[src/rtl/OoO_pkg.sv]
// Shared backend types: CSR operation encoding and the CSR file port bundle.
package OoO_pkg;

  typedef enum logic [1:0] {
    CSR_READ  = 2'd0,
    CSR_WRITE = 2'd1,
    CSR_SET   = 2'd2,
    CSR_CLEAR = 2'd3
  } csr_op_e;

  typedef struct packed {
    logic    csr_enable;
    csr_op_e csr_op;
  } csr_set_t;

  localparam logic [11:0] CSR_MSTATUS  = 12'h300;
  localparam logic [11:0] CSR_MTVEC    = 12'h305;
  localparam logic [11:0] CSR_MSCRATCH = 12'h340;
  localparam logic [11:0] CSR_MEPC     = 12'h341;

endpackage

[src/rtl/ysyx_24080006_csr_ctrl_if.sv]
// Bundle of dispatch, ROB-head, CSR-file and completion signals around the CSR controller.
interface ysyx_24080006_csr_ctrl_if #(
  parameter int unsigned ROB_IDX_W = 4
) ();

  logic                     flush;
  logic                     req_valid;
  logic                     req_ready;
  logic [1:0]               req_kind;
  OoO_pkg::csr_op_e         req_op;
  logic [11:0]              req_csr;
  logic [31:0]              req_src;
  logic [31:0]              req_pc;
  logic [ROB_IDX_W-1:0]     req_rob;
  logic                     req_rd_en;
  logic                     rob_head_valid;
  logic [ROB_IDX_W-1:0]     rob_head;
  OoO_pkg::csr_set_t        csr_set;
  logic [11:0]              csr_name;
  logic [31:0]              csr_wdata;
  logic [31:0]              csr_pc;
  logic                     ecall;
  logic                     mret;
  logic [31:0]              csr_rdata;
  logic                     wb_valid;
  logic                     wb_ready;
  logic [ROB_IDX_W-1:0]     wb_rob;
  logic                     wb_rd_en;
  logic [31:0]              wb_data;
  logic                     redirect_valid;
  logic [31:0]              redirect_pc;

  // The CSR controller side.
  modport slave (
    input  flush, req_valid, req_kind, req_op, req_csr, req_src, req_pc, req_rob, req_rd_en,
    input  rob_head_valid, rob_head, csr_rdata, wb_ready,
    output req_ready, csr_set, csr_name, csr_wdata, csr_pc, ecall, mret,
    output wb_valid, wb_rob, wb_rd_en, wb_data, redirect_valid, redirect_pc
  );

  // The surrounding pipeline: dispatch, ROB, CSR file and completion stage.
  modport master (
    output flush, req_valid, req_kind, req_op, req_csr, req_src, req_pc, req_rob, req_rd_en,
    output rob_head_valid, rob_head, csr_rdata, wb_ready,
    input  req_ready, csr_set, csr_name, csr_wdata, csr_pc, ecall, mret,
    input  wb_valid, wb_rob, wb_rd_en, wb_data, redirect_valid, redirect_pc
  );

endinterface

[src/rtl/ysyx_24080006_csr_ctrl.sv]
// Serialising CSR/ECALL/MRET initiator: holds one op until it reaches the ROB head, performs a
// single CSR file access, then returns the old value (or a trap redirect) to completion.
module ysyx_24080006_csr_ctrl
  import OoO_pkg::*;
#(
  parameter int unsigned ROB_IDX_W = 4
) (
  input logic                      clock,
  input logic                      reset,
  ysyx_24080006_csr_ctrl_if.slave  io_bus
);

  localparam logic [1:0] S_IDLE = 2'd0;
  localparam logic [1:0] S_HOLD = 2'd1;
  localparam logic [1:0] S_RESP = 2'd2;

  localparam logic [1:0] K_ECALL = 2'd1;
  localparam logic [1:0] K_MRET  = 2'd2;

  logic [1:0]           r_state;
  logic [1:0]           r_kind;
  csr_op_e              r_op;
  logic [11:0]          r_csr;
  logic [31:0]          r_src;
  logic [31:0]          r_pc;
  logic [ROB_IDX_W-1:0] r_rob;
  logic                 r_rd_en;
  logic [31:0]          r_rdata;

  logic w_accept;
  logic w_go;
  logic w_is_ecall;
  logic w_is_mret;
  logic w_is_trap;
  logic w_resp;

  assign w_is_ecall = (r_kind == K_ECALL);
  assign w_is_mret  = (r_kind == K_MRET);
  assign w_is_trap  = w_is_ecall | w_is_mret;
  assign w_resp     = (r_state == S_RESP);

  assign w_accept = io_bus.req_valid & io_bus.req_ready;
  // Flush and reset both veto the access so a killed op never touches the CSR file.
  assign w_go = (r_state == S_HOLD) & io_bus.rob_head_valid & (io_bus.rob_head == r_rob) &
                ~io_bus.flush & ~reset;

  always_ff @(posedge clock) begin
    if (reset) begin
      r_state <= S_IDLE;
      r_kind  <= 2'd0;
      r_op    <= CSR_READ;
      r_csr   <= 12'h0;
      r_src   <= 32'h0;
      r_pc    <= 32'h0;
      r_rob   <= '0;
      r_rd_en <= 1'b0;
      r_rdata <= 32'h0;
    end else begin
      case (r_state)
        S_IDLE: begin
          if (w_accept) begin
            r_state <= S_HOLD;
            r_kind  <= io_bus.req_kind;
            r_op    <= io_bus.req_op;
            r_csr   <= io_bus.req_csr;
            r_src   <= io_bus.req_src;
            r_pc    <= io_bus.req_pc;
            r_rob   <= io_bus.req_rob;
            r_rd_en <= io_bus.req_rd_en;
          end
        end
        S_HOLD: begin
          if (io_bus.flush) begin
            r_state <= S_IDLE;
          end else if (w_go) begin
            r_rdata <= io_bus.csr_rdata;
            r_state <= S_RESP;
          end
        end
        S_RESP: begin
          // A flush here drops the writeback; the CSR side effect has already happened.
          if (io_bus.wb_ready | io_bus.flush) begin
            r_state <= S_IDLE;
          end
        end
        default: r_state <= S_IDLE;
      endcase
    end
  end

  always_comb begin
    io_bus.req_ready          = (r_state == S_IDLE) & ~io_bus.flush & ~reset;

    io_bus.csr_set.csr_enable = w_go;
    io_bus.csr_set.csr_op     = w_is_trap ? CSR_READ : r_op;
    io_bus.csr_name           = w_is_ecall ? CSR_MTVEC : (w_is_mret ? CSR_MEPC : r_csr);
    io_bus.csr_wdata          = r_src;
    io_bus.csr_pc             = r_pc;
    io_bus.ecall              = w_go & w_is_ecall;
    io_bus.mret               = w_go & w_is_mret;

    io_bus.wb_valid           = w_resp;
    io_bus.wb_rob             = w_resp ? r_rob : '0;
    io_bus.wb_rd_en           = w_resp & ~w_is_trap & r_rd_en;
    io_bus.wb_data            = (w_resp & ~w_is_trap) ? r_rdata : 32'h0;
    io_bus.redirect_valid     = w_resp & w_is_trap;
    io_bus.redirect_pc        = (w_resp & w_is_trap) ? {r_rdata[31:2], 2'b00} : 32'h0;
  end

endmodule

[src/flat_wrapper.sv]
// flat-port wrapper written by rule: the top's interface ports become plain ports
module ysyx_24080006_csr_ctrl_flat import OoO_pkg::*;
#(
  parameter int unsigned ROB_IDX_W = 4
)
  (clock, reset, io_bus_flush, io_bus_req_valid, io_bus_req_kind, io_bus_req_op, io_bus_req_csr, io_bus_req_src, io_bus_req_pc, io_bus_req_rob, io_bus_req_rd_en, io_bus_rob_head_valid, io_bus_rob_head, io_bus_csr_rdata, io_bus_wb_ready, io_bus_req_ready, io_bus_csr_set, io_bus_csr_name, io_bus_csr_wdata, io_bus_csr_pc, io_bus_ecall, io_bus_mret, io_bus_wb_valid, io_bus_wb_rob, io_bus_wb_rd_en, io_bus_wb_data, io_bus_redirect_valid, io_bus_redirect_pc);
  ysyx_24080006_csr_ctrl_if #(.ROB_IDX_W(ROB_IDX_W)) io_bus_i ();
  input logic clock;
  input logic reset;
  input wire logic [$bits(io_bus_i.flush)-1:0] io_bus_flush;
  input wire logic [$bits(io_bus_i.req_valid)-1:0] io_bus_req_valid;
  input wire logic [$bits(io_bus_i.req_kind)-1:0] io_bus_req_kind;
  input wire logic [$bits(io_bus_i.req_op)-1:0] io_bus_req_op;
  input wire logic [$bits(io_bus_i.req_csr)-1:0] io_bus_req_csr;
  input wire logic [$bits(io_bus_i.req_src)-1:0] io_bus_req_src;
  input wire logic [$bits(io_bus_i.req_pc)-1:0] io_bus_req_pc;
  input wire logic [$bits(io_bus_i.req_rob)-1:0] io_bus_req_rob;
  input wire logic [$bits(io_bus_i.req_rd_en)-1:0] io_bus_req_rd_en;
  input wire logic [$bits(io_bus_i.rob_head_valid)-1:0] io_bus_rob_head_valid;
  input wire logic [$bits(io_bus_i.rob_head)-1:0] io_bus_rob_head;
  input wire logic [$bits(io_bus_i.csr_rdata)-1:0] io_bus_csr_rdata;
  input wire logic [$bits(io_bus_i.wb_ready)-1:0] io_bus_wb_ready;
  output wire logic [$bits(io_bus_i.req_ready)-1:0] io_bus_req_ready;
  output wire logic [$bits(io_bus_i.csr_set)-1:0] io_bus_csr_set;
  output wire logic [$bits(io_bus_i.csr_name)-1:0] io_bus_csr_name;
  output wire logic [$bits(io_bus_i.csr_wdata)-1:0] io_bus_csr_wdata;
  output wire logic [$bits(io_bus_i.csr_pc)-1:0] io_bus_csr_pc;
  output wire logic [$bits(io_bus_i.ecall)-1:0] io_bus_ecall;
  output wire logic [$bits(io_bus_i.mret)-1:0] io_bus_mret;
  output wire logic [$bits(io_bus_i.wb_valid)-1:0] io_bus_wb_valid;
  output wire logic [$bits(io_bus_i.wb_rob)-1:0] io_bus_wb_rob;
  output wire logic [$bits(io_bus_i.wb_rd_en)-1:0] io_bus_wb_rd_en;
  output wire logic [$bits(io_bus_i.wb_data)-1:0] io_bus_wb_data;
  output wire logic [$bits(io_bus_i.redirect_valid)-1:0] io_bus_redirect_valid;
  output wire logic [$bits(io_bus_i.redirect_pc)-1:0] io_bus_redirect_pc;
  assign io_bus_i.flush = io_bus_flush;
  assign io_bus_i.req_valid = io_bus_req_valid;
  assign io_bus_i.req_kind = io_bus_req_kind;
  assign io_bus_i.req_op = io_bus_req_op;
  assign io_bus_i.req_csr = io_bus_req_csr;
  assign io_bus_i.req_src = io_bus_req_src;
  assign io_bus_i.req_pc = io_bus_req_pc;
  assign io_bus_i.req_rob = io_bus_req_rob;
  assign io_bus_i.req_rd_en = io_bus_req_rd_en;
  assign io_bus_i.rob_head_valid = io_bus_rob_head_valid;
  assign io_bus_i.rob_head = io_bus_rob_head;
  assign io_bus_i.csr_rdata = io_bus_csr_rdata;
  assign io_bus_i.wb_ready = io_bus_wb_ready;
  assign io_bus_req_ready = io_bus_i.req_ready;
  assign io_bus_csr_set = io_bus_i.csr_set;
  assign io_bus_csr_name = io_bus_i.csr_name;
  assign io_bus_csr_wdata = io_bus_i.csr_wdata;
  assign io_bus_csr_pc = io_bus_i.csr_pc;
  assign io_bus_ecall = io_bus_i.ecall;
  assign io_bus_mret = io_bus_i.mret;
  assign io_bus_wb_valid = io_bus_i.wb_valid;
  assign io_bus_wb_rob = io_bus_i.wb_rob;
  assign io_bus_wb_rd_en = io_bus_i.wb_rd_en;
  assign io_bus_wb_data = io_bus_i.wb_data;
  assign io_bus_redirect_valid = io_bus_i.redirect_valid;
  assign io_bus_redirect_pc = io_bus_i.redirect_pc;
  ysyx_24080006_csr_ctrl #(.ROB_IDX_W(ROB_IDX_W)) u_core (.clock(clock), .reset(reset), .io_bus(io_bus_i));
endmodule
[config.mk]
export PLATFORM = sky130hd
export DESIGN_NAME = ysyx_24080006_csr_ctrl_flat
export DESIGN_NICKNAME = d
export VERILOG_FILES = /design/src/rtl/OoO_pkg.sv /design/src/rtl/ysyx_24080006_csr_ctrl_if.sv /design/src/rtl/ysyx_24080006_csr_ctrl.sv /design/src/flat_wrapper.sv
export SDC_FILE = /design/constraint.sdc
export NUM_CORES = 1
export LEC_CHECK = 0
export CORE_ASPECT_RATIO = 2
export CORE_MARGIN = 2
export CORE_UTILIZATION = 36
export CTS_BUF_LIST = sky130_fd_sc_hd__clkbuf_8
export CTS_CLUSTER_SIZE = 12
export DETAILED_ROUTE_END_ITERATION = 12
export PLACE_DENSITY = 0.78
export SETUP_SLACK_MARGIN = 0.15
export SYNTH_ARGS = -nofsm -noshare
export SYNTH_HDL_FRONTEND = slang
export SYNTH_SLANG_ARGS = --single-unit
[constraint.sdc]
create_clock -name clock -period 1.75 [get_ports clock]
set_input_delay 0.175 -clock clock [delete_from_list [all_inputs] [get_ports clock]]
set_output_delay 0.175 -clock clock [all_outputs]
set_load 0.05 [all_outputs]
==> metrics.cfg <==
[clocking]
cts_root_buf=clkbuf_8
insertion_delay_ns=0.45
cts_hold_buf=0
clock_sinks=119
tritoncts=built
clk_pin_slew_ns=0.09
numCtsBuffers=17
htree_num_levels=4
clk_path_buf_depth=2

[run]
cap_violations=0

[pwr]
p_int_mw=4.935
power.switching_mw=2.158
pwr-share-seq_pct=40.1
clkPwrFrac_pct=38.9
p_sw_share_pct=30.43
p_leak_nw=4.772
power_density_nw_per_um2=588.0
ir_drop_mv=0.9026
comb_power_share_pct=20.9
power_mw=7.093

[min_path]
min_from=reset
hold_end=u_core.r_state[0]
hold_depth=5
hold_path_class=in -> reg

[critical_path]
worst-r2r-setup-slack_ns=-0.48
slowest_delay_ns=0.49
r2r-start=u_core.r_state[0]
path_cells=or4b_4, nor3_4, buf_6, buf_4, buf_4, buf_4, nand3_1, a21oi_1
cp-start-kind=flop
critPathBufInv=4
reg2reg_depth=8
slowest_stage=or4b_4
r2r-end=u_core.r_rdata[25]
path_common_cell=buf_4
critPathRequiredTime_ns=2.06
endpoint_kind=flop
cp_top_family=simple AND/OR/NAND/NOR gates
worstPathMaxFanout=9
path_class=reg -> reg
cp.arrival_ns=2.54

[grt]
grt_usage_pct=32.84
grt_antenna_before_repair=2
grt_max_degree=68
grt-ovfl-total=0
grt_pass1_wl_mm=36.10
grt_pass1_vias=6429

[sta]
fin_worst_skew_ns=0.01503
timing.final.ws_setup_ns=-0.4776
holdWs_ns=0.2707
post-route-period-util_pct=127.3
finalSetupViolCount=205
worst_slew_pin_slew_ns=1.101
slew_viol_final=0
fmax_mhz=448.9
hold_violations=0
min_period_ns=2.228
slew_headroom_pct=26.57
rsz0062_at_grt=true

[layout]
final_net_count=1111
layout_commonest_cell=clkdlybuf4s50_1
final_core_util_pct=89.78
area_delta_synth_final_pct=145.0
most-common-layout-cells=clkdlybuf4s50_1, dfxtp_1, buf_12, nand2_4, a21oi_2
drive_above_1_share_pct=55.98

[synth]
synthCells=641
ys_seq_area_share_pct=48.39
synth_edf_count=0
async_flop_share_pct=0
syn_area_per_cell_um2=7.681
synthFlopType=dfxtp_1
netlist_area_um2=4923
ys_types=26
synth_seq_cells=119
ys.warnings.count=0

[die]
die_h_um=169.4
die_area_um2=14680
fp-row-count=60
die_w_um=86.70
pin_count=280
core_area_um2=13440
initial_utilization_pct=36.64

[drt]
via_per_inst=5.821
ant_nets=0
first_pass_iters=5
wl_per_cell_um=26.43
drcViolationCount=0
first_iter_violations=390
drt-total-wl_mm=30.44
via_count=6706

[place]
portBuffers=277
dpl.hpwl_mm=12.72
gp_routability_congestion=0.8416

[outcome]
status=complete, but fails checks
violations=setup timing

per-layer routing:
metal  wire, um  global-route usage (%)
met3       2039                   7.247
met5          0                       0
met1       8994                   31.11
met2      16410                   60.07
met4       3002                   23.23
how the worst max path moves through the flow:
stage,from,cells after the start,slack [ns],endpoint
finish,u_core.r_state[0],8,-0.48,u_core.r_rdata[25]
global route,u_core.r_state[0],8,-0.49,u_core.r_rdata[25]
CTS,u_core.r_state[1],5,-0.39,io_bus_ecall
detailed placement,io_bus_flush,5,-0.39,u_core.r_rdata[12]
global placement,io_bus_flush,5,-0.35,u_core.r_rdata[28]
floorplan,u_core.r_state[0],7,-0.07,u_core.io_bus.csr_pc[0]
synthesized netlist by cell type, types with 2 or more instances:
cell type | count | area [um2]
nand2_1 | 173 | 649.4
dfxtp_1 | 119 | 2382
a21oi_1 | 118 | 590.6
and2_1 | 44 | 275.3
clkbuf_1 | 38 | 142.6
and3_1 | 35 | 219.0
nand3_1 | 33 | 165.2
o21ai_1 | 32 | 160.2
buf_4 | 9 | 67.56
buf_2 | 8 | 40.04
inv_1 | 5 | 18.77
nor2_1 | 5 | 18.77
buf_6 | 3 | 33.78
or3_1 | 3 | 18.77
xnor2_1 | 3 | 26.28
ha_1 | 2 | 25.02
nor2b_1 | 2 | 12.51
area by class of cell:
type | instances | area [um2]
inverter | 5 | 18.77
multi-input combinational | 464 | 3856
clock inverter | 14 | 176.4
sequential | 119 | 2387
antenna | 2 | 5.005
clock buffer | 18 | 247.7
timing repair buffer | 375 | 5179
fill | 519 | 1374
tap | 155 | 193.9
worst reg2reg max path: stages (launching register included):
cell	delay, ns
dfxtp_2	0.35
or4b_4	0.49
nor3_4	0.20
buf_6	0.13
buf_4	0.09
buf_4	0.10
buf_4	0.17
nand3_1	0.14
a21oi_1	0.41
per-stage QoR:
stage	cell area [um2]	worst slack, ns	TNS [ns]	std cells
2_1_floorplan	5125	-0.07378	-3.840	642
3_3_place_gp	8835	-0.3477	-18.73	1043
3_5_place_dp	8835	-0.3935	-21.46	1043
4_1_cts	10640	-0.3934	-30.35	1133
5_1_grt	12060	-0.4947	-64.45	1152
6_report	12060	-0.4776	-58.11	1152
logic make-up (layout without fill, tap and decap cells):
| family | Yosys count | after routing | share of synthesized area (%) |
|---|---|---|---|
| compound gates | 152 | 152 | 15.50 |
| xor+xnor | 4 | 4 | 0.7117 |
| fa+ha+maj | 2 | 2 | 0.5082 |
| buf+inv | 63 | 412 | 6.150 |
| flops | 119 | 119 | 48.39 |
| other cells | 1 | 4 | 0.07617 |
| simple gates | 300 | 304 | 28.67 |
flip-flops by register name, summed over array words and instances (netlist names):
signal	flops
u_core.r_kind	2
u_core.r_csr	12
u_core.r_rd_en	1
u_core.r_rob	4
u_core.r_rdata	32
u_core.io_bus.csr_wdata	32
u_core.r_op	2
u_core.r_state	2
u_core.io_bus.csr_pc	32
what timing repair did:
action / CTS / global route
gates resized for setup: 210 / 323
cloned: 27 / 8
endpoints found under the setup margin: 198 / 206
pin swaps: 37 / 178
buffers inserted: 31 / 9
power groups by stage:
stage	Sequential, mW	Clock (mW)	Combinational (mW)
2_1_floorplan	3.03	0	0.310
3_3_place_gp	2.86	0	0.991
3_5_place_dp	2.87	0	0.998
4_1_cts	2.81	2.70	1.20
5_1_grt	2.85	2.88	1.53
6_report	2.85	2.76	1.49
No activity file was read; power rests on OpenSTA's default activity.
